===== src/rtl/board_eval.sv =====
// Board evaluator: walks num_boards 64-square boards in SDRAM, computes a signed
// material score per board, writes it to a score array and tracks the best board.
module board_eval (
  input  logic        clk,
  input  logic        rst,
  // CPU-facing Avalon-MM slave
  output logic        slave_waitrequest,
  input  logic [3:0]  slave_address,
  input  logic        slave_read,
  output logic [31:0] slave_readdata,
  input  logic        slave_write,
  input  logic [31:0] slave_writedata,
  // SDRAM-facing Avalon-MM master
  input  logic        master_waitrequest,
  output logic [31:0] master_address,
  output logic        master_read,
  input  logic [31:0] master_readdata,
  input  logic        master_readdatavalid,
  output logic        master_write,
  output logic [31:0] master_writedata,
  // FSM state for observation
  output logic [2:0]  dbg_state
);

  // Master handshake: a request (read or write) is held with a stable address
  // until master_waitrequest is low at a rising edge; read data is taken on the
  // first cycle master_readdatavalid is high, with at most one read in flight.
  typedef enum logic [2:0] {
    IDLE     = 3'd0,
    RD_SQ    = 3'd1,
    WT_SQ    = 3'd2,
    ACC      = 3'd3,
    WR_SCORE = 3'd4,
    NEXT     = 3'd5,
    DONE     = 3'd6
  } state_t;

  localparam logic [31:0] ADDR_IDLE  = 32'hFFFF_FFFF;
  localparam logic [31:0] SCORE_MIN  = 32'h8000_0000;
  localparam logic [31:0] BOARD_SIZE = 32'd256;

  state_t      state;
  logic [31:0] board_base;
  logic [31:0] num_boards;
  logic [31:0] score_base;
  logic [31:0] best_idx;
  logic [31:0] best_score;
  logic [31:0] acc;
  logic [5:0]  sq;
  logic [31:0] board_idx;
  logic [31:0] board_addr;
  logic [7:0]  piece;
  logic        busy;
  logic        done;

  logic [7:0]  piece_mag;
  logic [31:0] piece_val;
  logic [31:0] piece_sval;
  logic [31:0] acc_sum;
  logic [31:0] next_sq_addr;
  logic [31:0] score_addr;
  logic        last_board;
  logic        status_rd;
  logic        unused_bits;

  assign slave_waitrequest = 1'b0;
  assign dbg_state         = state;
  assign unused_bits       = ^master_readdata[31:8];

  // Codes are two's complement; -128 yields magnitude 128 and scores zero.
  assign piece_mag = piece[7] ? (8'd0 - piece) : piece;

  always_comb begin
    piece_val = 32'd0;
    case (piece_mag)
      8'd1:    piece_val = 32'd100;
      8'd2:    piece_val = 32'd320;
      8'd3:    piece_val = 32'd330;
      8'd4:    piece_val = 32'd500;
      8'd5:    piece_val = 32'd900;
      8'd6:    piece_val = 32'd20000;
      default: piece_val = 32'd0;
    endcase
  end

  assign piece_sval   = piece[7] ? (32'd0 - piece_val) : piece_val;
  assign acc_sum      = acc + piece_sval;
  assign next_sq_addr = board_addr + {24'd0, sq + 6'd1, 2'b00};
  assign score_addr   = score_base + {board_idx[29:0], 2'b00};
  assign last_board   = (board_idx == num_boards - 32'd1);
  assign status_rd    = slave_read && (slave_address == 4'd0);

  always_comb begin
    slave_readdata = 32'd0;
    case (slave_address)
      4'd0:    slave_readdata = {30'd0, done, busy};
      4'd1:    slave_readdata = best_idx;
      4'd2:    slave_readdata = best_score;
      default: slave_readdata = 32'd0;
    endcase
  end

  always_ff @(posedge clk or posedge rst) begin
    if (rst) begin
      state            <= IDLE;
      board_base       <= ADDR_IDLE;
      num_boards       <= 32'd0;
      score_base       <= ADDR_IDLE;
      best_idx         <= ADDR_IDLE;
      best_score       <= SCORE_MIN;
      acc              <= 32'd0;
      sq               <= 6'd0;
      board_idx        <= 32'd0;
      board_addr       <= 32'd0;
      piece            <= 8'd0;
      busy             <= 1'b0;
      done             <= 1'b0;
      master_read      <= 1'b0;
      master_write     <= 1'b0;
      master_address   <= ADDR_IDLE;
      master_writedata <= 32'd0;
    end else begin
      case (state)
        IDLE: begin
          if (slave_write) begin
            case (slave_address)
              4'd1: board_base <= slave_writedata;
              4'd2: num_boards <= slave_writedata;
              4'd3: score_base <= slave_writedata;
              4'd0: begin
                acc        <= 32'd0;
                sq         <= 6'd0;
                board_idx  <= 32'd0;
                board_addr <= board_base;
                best_idx   <= ADDR_IDLE;
                best_score <= SCORE_MIN;
                if (num_boards == 32'd0) begin
                  state <= DONE;
                  done  <= 1'b1;
                end else begin
                  state          <= RD_SQ;
                  busy           <= 1'b1;
                  master_read    <= 1'b1;
                  master_address <= board_base;
                end
              end
              default: ;
            endcase
          end
        end

        RD_SQ: begin
          if (!master_waitrequest) begin
            master_read    <= 1'b0;
            master_address <= ADDR_IDLE;
            state          <= WT_SQ;
          end
        end

        WT_SQ: begin
          if (master_readdatavalid) begin
            piece <= master_readdata[7:0];
            state <= ACC;
          end
        end

        ACC: begin
          acc <= acc_sum;
          if (sq == 6'd63) begin
            state            <= WR_SCORE;
            master_write     <= 1'b1;
            master_address   <= score_addr;
            master_writedata <= acc_sum;
          end else begin
            sq             <= sq + 6'd1;
            state          <= RD_SQ;
            master_read    <= 1'b1;
            master_address <= next_sq_addr;
          end
        end

        WR_SCORE: begin
          if (!master_waitrequest) begin
            master_write     <= 1'b0;
            master_address   <= ADDR_IDLE;
            master_writedata <= 32'd0;
            state            <= NEXT;
          end
        end

        NEXT: begin
          // Strict compare: a tie keeps the earlier board.
          if ($signed(acc) > $signed(best_score)) begin
            best_score <= acc;
            best_idx   <= board_idx;
          end
          board_idx  <= board_idx + 32'd1;
          board_addr <= board_addr + BOARD_SIZE;
          acc        <= 32'd0;
          sq         <= 6'd0;
          if (last_board) begin
            state <= DONE;
            busy  <= 1'b0;
            done  <= 1'b1;
          end else begin
            state          <= RD_SQ;
            master_read    <= 1'b1;
            master_address <= board_addr + BOARD_SIZE;
          end
        end

        DONE: begin
          if (status_rd) begin
            state <= IDLE;
            done  <= 1'b0;
          end
        end

        default: state <= IDLE;
      endcase
    end
  end

endmodule


===== config.mk =====
export PLATFORM = sky130hd
export DESIGN_NAME = board_eval
export DESIGN_NICKNAME = d
export VERILOG_FILES = /design/src/rtl/board_eval.sv
export SDC_FILE = /design/constraint.sdc
export NUM_CORES = 1
export LEC_CHECK = 0
export CORE_MARGIN = 1.5
export CORE_UTILIZATION = 45
export DETAILED_ROUTE_END_ITERATION = 10
export HOLD_SLACK_MARGIN = 0.03
export PLACE_DENSITY = 0.67
export SLEW_MARGIN = 20
export SYNTH_ARGS = -nofsm -noshare
export SYNTH_HDL_FRONTEND = slang
export SYNTH_SLANG_ARGS = --single-unit
export TNS_END_PERCENT = 100

===== constraint.sdc =====
create_clock -name clk -period 9.24 [get_ports clk]
set_input_delay 0.924 -clock clk [delete_from_list [all_inputs] [get_ports clk]]
set_output_delay 0.924 -clock clk [all_outputs]
set_load 0.1 [all_outputs]

==> flow_summary.json, run 1 <==
{
  "insertion_delay_ns": 0.58,
  "start_kind": "flop",
  "cp-end-kind": "flop",
  "yosysUniqueCellTypes": 83,
  "cts.sinks": 339,
  "cts_max_level": 2,
  "antenna_found_initial": 2,
  "fin_area_mm2": 0.0250,
  "grt-ovfl-total": 0,
  "fmax_mhz": 150,
  "reg2reg_slack_ns": 2.59,
  "io_buffers": 150,
  "yosysWarnings": 0,
  "grt_max_degree": 164,
  "power_density_mw_per_mm2": 396,
  "ys.flop_type": "dfrtp_1",
  "track_usage": 0.272,
  "clk_pin_slew_worst_paths_ns": 0.06,
  "critPathArrivalTime_ns": 7.05,
  "synth_fa_ha_area_frac": 0.0676,
  "tightest_slew_ns": 1.09,
  "grt_pass1_wl_um": 105000,
  "period_needed_ns": 6.65,
  "drt_iter0_drc": 1659,
  "synthXorXnorAreaFrac": 0.0628,
  "die_w_um": 222,
  "yosysTopAreaCell": "dfrtp_1",
  "avgSynthCellArea_um2": 9.42,
  "finalCritPeriodShare": 0.719,
  "rows": 80,
  "drive_gt1_frac": 0.167,
  "wl_per_cell_um": 22.1,
  "ir_worst_vdd_v": 0.000241,
  "syn2layout_area_growth_pct": 15.8,
  "rsz0062_at_grt": "no",
  "drc_errors": 0,
  "synth-compound-area-share": 0.173,
  "synth-edff-count": 0,
  "synthCells": 2297,
  "whs_ns": 0.476,
  "syn-cell-area_mm2": 0.0216,
  "worst_slack_ns": 2.59,
  "cts_root_buf": "clkbuf_16",
  "post_cts_buffers": 0,
  "finalSetupViolCount": 0,
  "finalSetupTns_ns": 0,
  "synth_area_leaders": "dfrtp_1 24%, dfstp_2 16%, mux2_2 6.9%, ha_1 6.5%, nor2_1 4.0%",
  "fin_nets": 2591,
  "core_region_area_mm2": 0.0475,
  "p_total_w": 0.00993,
  "boundaryPins": 176,
  "syn_nets": 2486,
  "drt_pass1_iterations": 6,
  "power_leakage_nw": 11.0,
  "synth_top_family_by_area": "compound AO/OA/AOI/OAI gates",
  "antenna_left": 0,
  "yosysTopAreaCellShare": 0.243,
  "place.gp.congestion": 0.947,
  "hp-class": "reg -> reg",
  "fp.dieH_um": 222,
  "cp.required_ns": 9.64,
  "cts_tree": "yes",
  "drv_cap": 0,
  "path_class": "reg -> reg",
  "start_util": 0.455,
  "routed_wl_um": 67500,
  "yosys.area_share.simple": 0.152,
  "synth_most_common_cell": "nor2_1",
  "cts_resized": 0,
  "place_area_mm2": 0.0237,
  "post-place-ws_ns": 2.78,
  "yosysSeqAreaShare": 0.400,
  "relSlewSlack": 0.274,
  "viasPerCell": 6.04,
  "antenna_cells": 0,
  "async_flop_share": 1.00,
  "ctsHoldBuffers": 0,
  "clock_skew_ns": 0.0214,
  "cts_made_buffers": 40,
  "die_area_mm2": 0.0494,
  "clockBufferDepth": 3,
  "vias": 18400,
  "yosys-top-cells-count": "232 x nor2_1, 210 x dfrtp_1, 192 x nand2_1",
  "status": "finished, final reports clean",
  "grt_pass1_vias": 18000,
  "synthMuxAreaShare": 0.104,
  "ys_seq_elements": 339,
  "hold_viol": 0,
  "cp_max_fo": 12,
  "place_hpwl_um": 49300,
  "slew_viol_final": 0
}
-- area by class of cell --
cell class	instances	area [um2]
fill	4316	22500
multi-input combinational	1730	12100
sequential	339	8640
timing repair buffer	180	1740
clock buffer	58	1190
tap	615	769
inverter	111	420
clock inverter	15	140
-- worst max-delay path, stage by stage, from the launching register on --
cell      delay [ns]
dfrtp_1         0.45
inv_1           0.14
ha_1            0.23
nor3b_1         0.15
o21ai_0         0.30
nand3_1         0.29
or4_1           0.65
ha_1            0.29
nor2b_1         0.20
o21a_1          0.33
ha_1            0.30
nor2_1          0.24
ha_1            0.30
and4_1          0.29
o21ai_0         0.09
or3_1           0.36
o21a_1          0.21
o41ai_1         0.91
a211oi_1        0.18
a311oi_1        0.43
o21ai_0         0.14
-- cell usage in the layout, fill, tap and decap left out, types with 109 or more instances in the layout --
cell type,count
nor2_1,231
dfrtp_1,210
nand2_1,192
clkdlybuf4s50_1,150
mux2_2,133
dfstp_2,129
a21oi_1,125
o21ai_0,120
ha_1,112
inv_1,109
-- power by group --
part	switching [W]	internal, W	leakage [nW]
logic	0.00335	0.00203	6.35
clock network	0.000663	0.000952	0.654
registers	0.000673	0.00227	3.99
total	0.00468	0.00525	11.0
-- sequential cells by signal (all words and copies together), names as in the netlist --
name	flops
master_writedata	32
master_address	32
master_read	1
piece	8
master_write	1
board_idx	32
busy	1
best_idx	32
sq	6
score_base	32
acc	31
done	1
best_score	31
num_boards	32
dbg_state	3
board_base	32
board_addr	32
-- path summary, 6_finish.rpt --
kind | start | endpoint | cells past startpoint
worst min-delay path | board_addr[0] | board_addr[0] | 2
min in group asynchronous | rst | best_score[14] | 2
max in group asynchronous | rst | board_addr[19] | 4
worst max-delay path | piece[0] | master_writedata[29] | 20
worst max register to register | piece[0] | master_writedata[29] | 20
worst min register to register | board_addr[0] | board_addr[0] | 2
-- layer usage --
layer,vias up,global-route usage,share of wire
met1,9147,0.389,0.45
met4,2,0.0745,0.025
met2,631,0.423,0.45
met3,121,0.0481,0.072
li1,8499,-,-
met5,-,0,0.00021
-- through the flow --
stage                util  std cells
CTS                 0.527       3048
finish              0.527       3048
floorplan               -       2297
global route        0.527       3048
detailed placement  0.499       2975
global placement    0.499       2975
-- kinds of logic (layout without fill, tap and decap cells) --
| logic type | after synthesis | after routing |
|---|---|---|
| simple gates | 701 | 701 |
| compound gates | 558 | 558 |
| flops | 339 | 339 |
| buf+inv | 228 | 364 |
| mux | 200 | 200 |
| xor+xnor | 155 | 155 |
| fa+ha+maj | 115 | 115 |
| other cells | 1 | 1 |
Power figures use the tool's default switching activity.
==> run 2, diff against run 1 <==
==> constraint.sdc (replaced) <==
create_clock -name clk -period 5.52 [get_ports clk]
set_input_delay 0.552 -clock clk [delete_from_list [all_inputs] [get_ports clk]]
set_output_delay 0.552 -clock clk [all_outputs]
set_load 0.1 [all_outputs]
==> flow_summary.json, run 2 (synthesis results as in run 1) <==
{
  "cp-end-kind": "flop",
  "relSlewSlack": 0.215,
  "fp.dieH_um": 222,
  "drt_iter0_drc": 1901,
  "drv_cap": 0,
  "boundaryPins": 176,
  "drive_gt1_frac": 0.181,
  "clk_pin_slew_worst_paths_ns": 0.06,
  "final_common_cell": "nor2_1",
  "grt-ovfl-total": 0,
  "cts_max_level": 2,
  "final_cell_mix": "231 x nor2_1, 209 x dfrtp_1, 192 x nand2_1",
  "viasPerCell": 6.07,
  "routed_wl_um": 68100,
  "period_needed_ns": 5.23,
  "grt_pass1_vias": 18000,
  "fmax_mhz": 191,
  "track_usage": 0.273,
  "tightest_slew_ns": 1.18,
  "drt_pass1_iterations": 5,
  "finalSetupTns_ns": 0,
  "fin_cells": 3058,
  "cts_made_buffers": 40,
  "power_switching_w": 0.00791,
  "die_area_mm2": 0.0494,
  "rows": 80,
  "vias": 18600,
  "finalSetupViolCount": 0,
  "clock_skew_ns": 0.0267,
  "hp-class": "reg -> reg",
  "switching_share": 0.469,
  "grt_max_degree": 177,
  "p_comb_frac": 0.539,
  "place_hpwl_um": 50200,
  "cts_tree": "yes",
  "critPathArrivalTime_ns": 5.67,
  "start_kind": "flop",
  "reg2reg_from": "piece[0]",
  "die_w_um": 222,
  "power_density_mw_per_mm2": 669,
  "gr-max-usage-layer": "met2",
  "fin_nets": 2600,
  "intPower_w": 0.00896,
  "cts_resized": 0,
  "cts.sinks": 339,
  "dp_cells": 2984,
  "global_route.usage.met1": 0.390,
  "wl_per_cell_um": 22.3,
  "slew_viol_final": 0,
  "cp.required_ns": 5.95,
  "antenna_left": 0,
  "cp_max_fo": 6,
  "antenna_found_initial": 0,
  "rsz0062_at_grt": "no",
  "antenna_cells": 0,
  "io_buffers": 150,
  "clockBufferDepth": 3,
  "hold_viol": 0,
  "drc_errors": 0,
  "place.gp.congestion": 0.942,
  "syn2layout_area_growth_pct": 16.5,
  "grtUsageMet2": 0.425,
  "core_region_area_mm2": 0.0475,
  "grt_pass1_wl_um": 106000,
  "finalCritPeriodShare": 0.948,
  "path_class": "reg -> reg",
  "post_cts_buffers": 0,
  "power_leakage_nw": 11.1,
  "pwr-share-clk": 0.170,
  "status": "finished, final reports clean",
  "critical_path.startpoint": "piece[0]",
  "insertion_delay_ns": 0.59,
  "start_util": 0.455,
  "ir_worst_vdd_v": 0.000440,
  "ctsHoldBuffers": 0,
  "use_met3": 0.0442,
  "hold_start": "master_address[12]",
  "cts_root_buf": "clkbuf_16",
  "power_frac_seq": 0.291
}
[run 2: changes by cell type in the layout (fill, tap and decap cells not counted), sizes merged]
cell           previous run  this run
clkinvlp                  4         6
clkdlybuf4s50           150       133
clkbuf                   58        52
buf                      30        56
clkinv                    9        10
bufinv                    2         6
[run 2: path summary, 6_finish.rpt]
check	cells past startpoint	end	slack, ns
max	21	master_writedata[31]	0.29
min	2	master_address[12]	0.47
max reg2reg	21	master_writedata[31]	0.29
min reg2reg	2	master_address[12]	0.47
max in group asynchronous	3	sq[3]	3.98
min in group asynchronous	3	best_score[8]	0.58
[run 2: cell type report]
| type | instances | area (um2) |
|---|---|---|
| fill | 4259 | 22400 |
| multi-input combinational | 1730 | 12200 |
| sequential | 339 | 8650 |
| timing repair buffer | 189 | 1760 |
| clock buffer | 52 | 1120 |
| tap | 615 | 769 |
| inverter | 111 | 420 |
| clock inverter | 22 | 288 |
[run 2: critical path: stages, from the launching register on]
cell       delay, ns
dfrtp_2         0.44
inv_1           0.15
ha_1            0.19
nor3b_2         0.20
a211o_1         0.19
nand3_1         0.10
or4_4           0.54
ha_1            0.27
nor2b_4         0.16
o21a_1          0.15
ha_1            0.19
nor2_1          0.31
ha_4            0.22
and4_1          0.26
o21ai_0         0.09
or3_1           0.37
o21a_1          0.21
o41ai_1         0.41
buf_4           0.21
a2111oi_0       0.09
a41oi_1         0.26
o21ai_0         0.11
[run 2: layer usage]
layer	vias up	part of all wire	wire length, um
met4	0	0.025	1700
li1	8490	-	-
met1	9280	0.46	31100
met2	684	0.45	30700
met5	-	0	0
met3	122	0.069	4700
[run 2: power by group through the flow]
stage	logic (W)	registers [W]	clock network, W
3_5_place_dp	0.00891	0.00491	0
4_1_cts	0.00897	0.00488	0.00291
5_1_grt	0.00986	0.00505	0.00300
6_report	0.00909	0.00491	0.00286
2_1_floorplan	0.00580	0.00562	0
3_3_place_gp	0.00876	0.00487	0
[run 2: per-stage QoR]
step | setup WS (ns) | hold WS (ns) | total power, W | instance area (um2) | util
finish | 0.287 | 0.469 | 0.0169 | 25200 | 0.530
global route | 0.0148 | 0.496 | 0.0179 | 25200 | 0.530
CTS | 0.0857 | 0.480 | 0.0168 | 25100 | 0.529
detailed placement | 0.115 | 0.461 | 0.0138 | 23700 | 0.499
global placement | 0.182 | 0.460 | 0.0136 | 23700 | 0.499
floorplan | 0.245 | 0.447 | 0.0114 | 21600 | -
==> run 3, diff against run 2 <==
--- a/config.mk
+++ b/config.mk
@@ -7,9 +7,11 @@
 export LEC_CHECK = 0
 export CORE_MARGIN = 1.5
 export CORE_UTILIZATION = 45
+export CTS_BUF_LIST = sky130_fd_sc_hd__clkbuf_4 sky130_fd_sc_hd__clkbuf_8
 export DETAILED_ROUTE_END_ITERATION = 10
 export HOLD_SLACK_MARGIN = 0.03
 export PLACE_DENSITY = 0.67
+export SETUP_SLACK_MARGIN = 0.5
 export SLEW_MARGIN = 20
 export SYNTH_ARGS = -nofsm -noshare
 export SYNTH_HDL_FRONTEND = slang
==> flow_summary.json, run 3 (synthesis results as in run 1) <==
{
  "cp.required_ns": 6.08,
  "wl_per_cell_um": 22.2,
  "final_cell_mix": "227 x nor2_1, 209 x dfrtp_1, 192 x nand2_1",
  "boundaryPins": 176,
  "insertion_delay_ns": 0.65,
  "vias": 18800,
  "grt_pass1_wl_um": 107000,
  "power_leakage_nw": 11.3,
  "cts_made_buffers": 66,
  "cts.sinks": 339,
  "start_kind": "flop",
  "fp.dieH_um": 222,
  "layout.area.seq_mm2": 0.00865,
  "fin_cells": 3117,
  "antenna_found_initial": 4,
  "grt-ovfl-total": 0,
  "power_density_mw_per_mm2": 669,
  "ir_worst_vdd_v": 0.000388,
  "die_w_um": 222,
  "fin_nets": 2637,
  "critPathArrivalTime_ns": 5.55,
  "hold_viol": 0,
  "multi_input_area_mm2": 0.0124,
  "fillers": 4261,
  "track_usage": 0.279,
  "drive_gt1_frac": 0.211,
  "antenna_left": 0,
  "finalSetupViolCount": 0,
  "tightest_slew_ns": 1.04,
  "reg2reg_slack_ns": 0.53,
  "viasPerCell": 6.03,
  "place_hpwl_um": 50500,
  "finalSetupTns_ns": 0,
  "cts_root_buf": "clkbuf_8",
  "die_area_mm2": 0.0494,
  "dp_cells": 2980,
  "path_class": "reg -> reg",
  "clock_skew_ns": 0.0405,
  "slew_viol_final": 0,
  "drt_iter0_drc": 1590,
  "status": "finished, final reports clean",
  "period_needed_ns": 4.99,
  "cts_tree": "yes",
  "cp-end-kind": "flop",
  "drt_pass1_iterations": 6,
  "syn2layout_area_growth_pct": 18.6,
  "rsz0062_at_grt": "yes",
  "routed_wl_um": 69300,
  "clk_pin_slew_worst_paths_ns": 0.06,
  "relSlewSlack": 0.302,
  "io_buffers": 150,
  "drc_errors": 0,
  "clockBufferDepth": 3,
  "grt_pass1_vias": 18400,
  "cts_max_level": 3,
  "cp_max_fo": 5,
  "start_util": 0.455,
  "finalCritPeriodShare": 0.904,
  "place.gp.congestion": 0.909,
  "core_region_area_mm2": 0.0475,
  "grt_max_degree": 184,
  "hp-class": "in -> async",
  "fmax_mhz": 200,
  "ctsHoldBuffers": 0,
  "drv_cap": 0,
  "final_common_cell": "nor2_1",
  "rows": 80
}
[run 3: cell count changes in the layout (fill, tap and decap cells not counted), sizes merged]
cell,delta
clkinvlp,-3
buf,-4
diode,+2
clkbuf,+52
inv,-2
clkdlybuf4s50,+15
clkinv,+2
bufinv,-3
[run 3: metal layers]
layer / global-route usage / up-vias / part of all wire
met4: 0.111 / 2 / 0.031
met3: 0.0537 / 141 / 0.073
met1: 0.400 / 9336 / 0.46
met5: 0 / - / 0.00019
li1: - / 8584 / -
met2: 0.413 / 730 / 0.44
[run 3: what timing repair did]
item                                    4_1_cts  5_1_grt
endpoints found under the setup margin       24       32
buffers inserted                              1       13
gates resized for setup                      13       51
pin swaps                                     4       17
gates cloned                                  0        0
[run 3: worst paths after layout]
check / cells after the start / end / from
min reg2reg: 2 / master_address[12] / master_address[12]
min in group clk: 2 / master_address[12] / master_address[12]
max: 21 / master_writedata[29] / piece[0]
min: 3 / best_score[10] / rst
max reg2reg: 21 / master_writedata[29] / piece[0]
max in group asynchronous: 4 / board_base[29] / rst
[run 3: worst max-delay path, cell delays in order (launching register included)]
cell      delay, ns
dfrtp_1        0.42
inv_2          0.12
ha_4           0.14
nor3b_4        0.22
a211o_1        0.21
nand3_2        0.09
or4_4          0.58
ha_4           0.19
nor2b_4        0.14
o21a_1         0.12
ha_1           0.26
a21o_1         0.20
ha_4           0.29
o21a_1         0.15
o21ai_1        0.06
or3_4          0.40
o21a_4         0.23
o41ai_4        0.49
buf_4          0.23
and2_4         0.15
a311oi_2       0.10
o21ai_1        0.13
[run 3: through the flow]
stage	hold slack (ns)	total power, W	utilization	cell area, um2	setup slack [ns]
after floorplan	0.447	0.0114	-	21700	0.520
after global placement	0.458	0.0137	0.500	23800	0.219
after detailed placement	0.464	0.0139	0.500	23800	0.111
after CTS	0.451	0.0168	0.532	25300	0.485
after global routing	0.482	0.0183	0.539	25600	0.337
final	0.458	0.0172	0.539	25600	0.529
[run 3: cell type report]
class / count / share of cell area
repair buffers: 200 / 0.0747
flip-flops and latches: 339 / 0.337
inverters: 111 / 0.0164
well taps: 615 / 0.0300
clock buffers: 104 / 0.0502
diodes: 2 / 0.000195
clock inverters: 16 / 0.00624
multi-input cells: 1730 / 0.485
[run 3: power by group]
part,total [W],switching (W),internal (W)
sequential,0.00494,0.00114,0.00380
clock,0.00277,0.00115,0.00162
combinational,0.00945,0.00581,0.00364
total,0.0172,0.00810,0.00906
==> RTL change 1, RTL diff (config.mk and constraints of run 3) <==
Register the output `dbg_state` once more, without a reset; this adds one clock of latency there. The other outputs are not delayed to match.
--- a/src/rtl/board_eval.sv
+++ b/src/rtl/board_eval.sv
@@ -66,3 +66,5 @@
   assign slave_waitrequest = 1'b0;
-  assign dbg_state         = state;
+  always_ff @(posedge clk) begin
+    dbg_state <= state;
+  end
   assign unused_bits       = ^master_readdata[31:8];
Behaviour: not the same (Yosys sat finds a counterexample within 4 cycles, from zero or initial values and one cycle with rst high).
==> RTL change 1 against run 3 <==
Total power fell by 16%. Combinational power fell by 26%. Design area fell by 0.82%. Area after synthesis fell by 1.9%. Routed wire length fell by 2.2%. Sequential share of layout area rose by 0.51 points. Critical path depth rose by 7. Maximum frequency fell by 0.52%. Sequential cell count rose by 3. Synthesized cell count fell by 4.7%. Die area fell by 1.9%. Setup slack got worse by 0.026 ns. Largest power group unchanged.
==> RTL change 1: results <==
set metrics [dict create \
    antenna_found_initial 0 \
    powerSeq_mw 4.64 \
    finalNonFillerCells 3038 \
    async_flop_share_pct 99.1 \
    grt_pass1_vias 17500 \
    synth.net_count 2379 \
    nNetsFinal 2566 \
    drive_above_1_share_pct 23.6 \
    p_comb_share_pct 48.4 \
    wl_met3_mm 4.94 \
    wl_met1_mm 31.1 \
    grt_util_met3_pct 4.76 \
    met2_usage_pct 41.4 \
    place_ws_ns 0.140 \
    worst_pin_slew_ns 1.11 \
    drtIter0Drc 1553 \
    cp_max_fo 6 \
    via_per_inst 6.04 \
    max_stage_delay_ns 0.42 \
    synth_xor_area_share_pct 5.94 \
    clock-skew-final_ns 0.0527 \
    dr_wl_met2_mm 29.3 \
    p_switching_mw 6.44 \
    synthAdderAreaFrac_pct 6.89 \
    vdd_drop_max_mv 0.545 \
    leakagePower_nw 11.1 \
    status "complete, no violations" \
    met1_usage_pct 41.0 \
    postCtsSetupBuffers 24 \
    seq_area_frac_synth_pct 41.0 \
    synth_compound_gate_area_share_pct 19.7 \
    power_mw 14.4 \
    synth_commonest_cells "dfrtp_1, nand2_1, nor2_1" \
    placed_area_um2 23400 \
    cts_resized 18 \
]
[RTL change 1: layout make-up]
class / instances / area [µm²]
Antenna cell: 1 / 2.50
Clock buffer: 108 / 1300
Clock inverter: 13 / 160
Fill cell: 4133 / 21100
Inverter: 76 / 294
Multi-Input combinational cell: 1662 / 12100
Sequential cell: 342 / 8700
Tap cell: 607 / 759
Timing Repair Buffer: 229 / 2120
[RTL change 1: final timing paths]
| path | startpoint | endpoint | slack, ns | depth (start not counted) |
|---|---|---|---|---|
| max | piece[1] | master_writedata[27] | 0.50 | 28 |
| min | rst | board_addr[1] | 0.41 | 2 |
| max reg2reg | piece[1] | master_writedata[27] | 0.50 | 28 |
| min reg2reg | master_address[12] | master_address[12] | 0.47 | 2 |
| max in group asynchronous | rst | master_writedata[4] | 4.00 | 3 |
| min in group clk | master_address[12] | master_address[12] | 0.47 | 2 |
==> RTL change 2, RTL diff (settings of run 3) <==
Made on the original files. Make the reset (`rst`) synchronous in one clocked block.
--- a/src/rtl/board_eval.sv
+++ b/src/rtl/board_eval.sv
@@ -102,3 +102,3 @@
 
-  always_ff @(posedge clk or posedge rst) begin
+  always_ff @(posedge clk) begin
     if (rst) begin
Formal check against the unedited RTL: differs if rst is asserted again (counterexample within 4 cycles, from zero or initial values and one cycle with rst high); with rst held inactive, the same outputs for 4 cycles.
==> RTL change 2 against run 3 <==
Highest routed layer is now met4. Via count up 12%. Critical path type unchanged. Area after synthesis down 3.3%. Design area shrank 4.4%. Largest cell class unchanged. Setup slack gained 0.064 ns. Die area shrank 3.2%. Sequential cell count is the same. Routed wire length rose by 6.0%. Synthesized cell count grew 19%.
Power is not compared: it rests on default switching activity, and its combinational part moved more than twofold at a synthesized area within 25%.
==> RTL change 2: results <==
set metrics [dict create \
    slew_headroom_pct 23.3 \
    dp.cells 3339 \
    grt_usage_pct 30.3 \
    place_ws_ns 0.0421 \
    post_synth_main_area_contributors "dfxtp_1, ha_1, nand2_1" \
    status "complete, no violations" \
    grt_pass1_vias 19600 \
    grt_max_degree 192 \
    place.gp.congestion 0.953 \
    cp_max_fo 8 \
    seq_area_frac_synth_pct 32.4 \
    routed-via-count 21100 \
    totalWireLength_mm 73.5 \
    dpl.hpwl_mm 52.4 \
    drtIter0Drc 1953 \
    synth_commonest_cells "nand2_1, dfxtp_1, nor2_1" \
    avgRoutedWirePerCell_um 21.2 \
    leakagePower_nw 10.2 \
    diodes 0 \
    async_flop_share_pct 0 \
    nNetsFinal 3007 \
    syn_inst 2736 \
    worstPathArrival_ns 5.51 \
    htreeDepth 2 \
    grt_first_pass_wirelength_mm 113 \
    synth_cell_type_count 88 \
    drive_above_1_share_pct 8.75 \
    synth.net_count 2923 \
    io_buffers 150 \
    reg2reg_slack_ns 0.59 \
    clock-skew-final_ns 0.0353 \
    antenna_found_initial 0 \
    min_path_type "in2reg" \
    reg2reg_from "piece[1]" \
    reg2reg_to "master_writedata[31]" \
    cts_inserted_buffers 60 \
    rr_worst_depth 21 \
    placed_area_um2 22800 \
    hold-worst-slack_ns 0.375 \
    clock_latency_ns 0.71 \
]
==> RTL change 2: cells by family after synthesis <==
kind of cell,after synthesis,synth area share (%)
AOI/OAI and AO/OA,727,22.5
xor gates and xnor gates,142,5.94
adders and majority gates,113,6.86
buffers and inverters,267,5.04
DFF,339,32.4
muxes,48,2.30
other,1,0.0179
and+or+nand+nor,1099,24.9
==> RTL change 2: worst max-delay path by stage <==
stage / startpoint / end / slack [ns] / depth (start not counted)
floorplan: piece[0] / master_writedata[31] / 0.52 / 24
global route: piece[1] / master_writedata[31] / 0.35 / 21
detailed placement: piece[1] / master_writedata[31] / 0.04 / 21
global placement: piece[1] / master_writedata[31] / 0.15 / 21
finish: piece[1] / master_writedata[31] / 0.59 / 21
CTS: piece[0] / master_writedata[31] / 0.50 / 22
==> RTL change 2: area by class of cell <==
| cell class | instances | area [µm²] |
|---|---|---|
| Clock buffer | 90 | 1180 |
| Clock inverter | 19 | 185 |
| Fill cell | 4423 | 21200 |
| Inverter | 82 | 312 |
| Multi-Input combinational cell | 2130 | 13300 |
| Sequential cell | 339 | 6790 |
| Tap cell | 600 | 751 |
| Timing Repair Buffer | 207 | 1960 |
==> RTL change 2: where the power goes <==
part	internal, mW	leakage, nW	switching, mW
sequential	2.61	2.74	0.185
clock	1.50	0.727	1.16
combinational	0.751	6.72	1.90
total	4.87	10.2	3.25
==> RTL change 2: critical path: stages (launching register included) <==
cell and delay (ns):
dfxtp_4 0.36, inv_4 0.06, ha_4 0.16, or3b_4 0.39, a211oi_4 0.24, a31oi_4 0.09, o21ai_2 0.17, nand3_2 0.13
ha_4 0.23, a21boi_1 0.13, ha_1 0.31, nand2_1 0.08, nand2_2 0.09, ha_4 0.26, or3_1 0.31, o211ai_1 0.17
o2bb2ai_2 0.14, or4_4 0.56, a41oi_4 0.18, mux2i_2 0.29, a2111oi_2 0.11, a311o_1 0.38
==> RTL change 2: layer usage <==
metal / vias up / wire length [µm] / GRT usage, %
met5: - / 0 / 0
met4: 0 / 3630 / 13.8
met3: 188 / 5180 / 4.86
met2: 886 / 34500 / 50.5
met1: 10000 / 30200 / 38.2
li1: 10000 / - / -
==> RTL change 2: repair_timing <==
| action | CTS | global route |
|---|---|---|
| resized for setup | 19 | 22 |
| setup buffers | 4 | 15 |
| setup endpoints to repair | 18 | 26 |
| pin swaps | 6 | 16 |
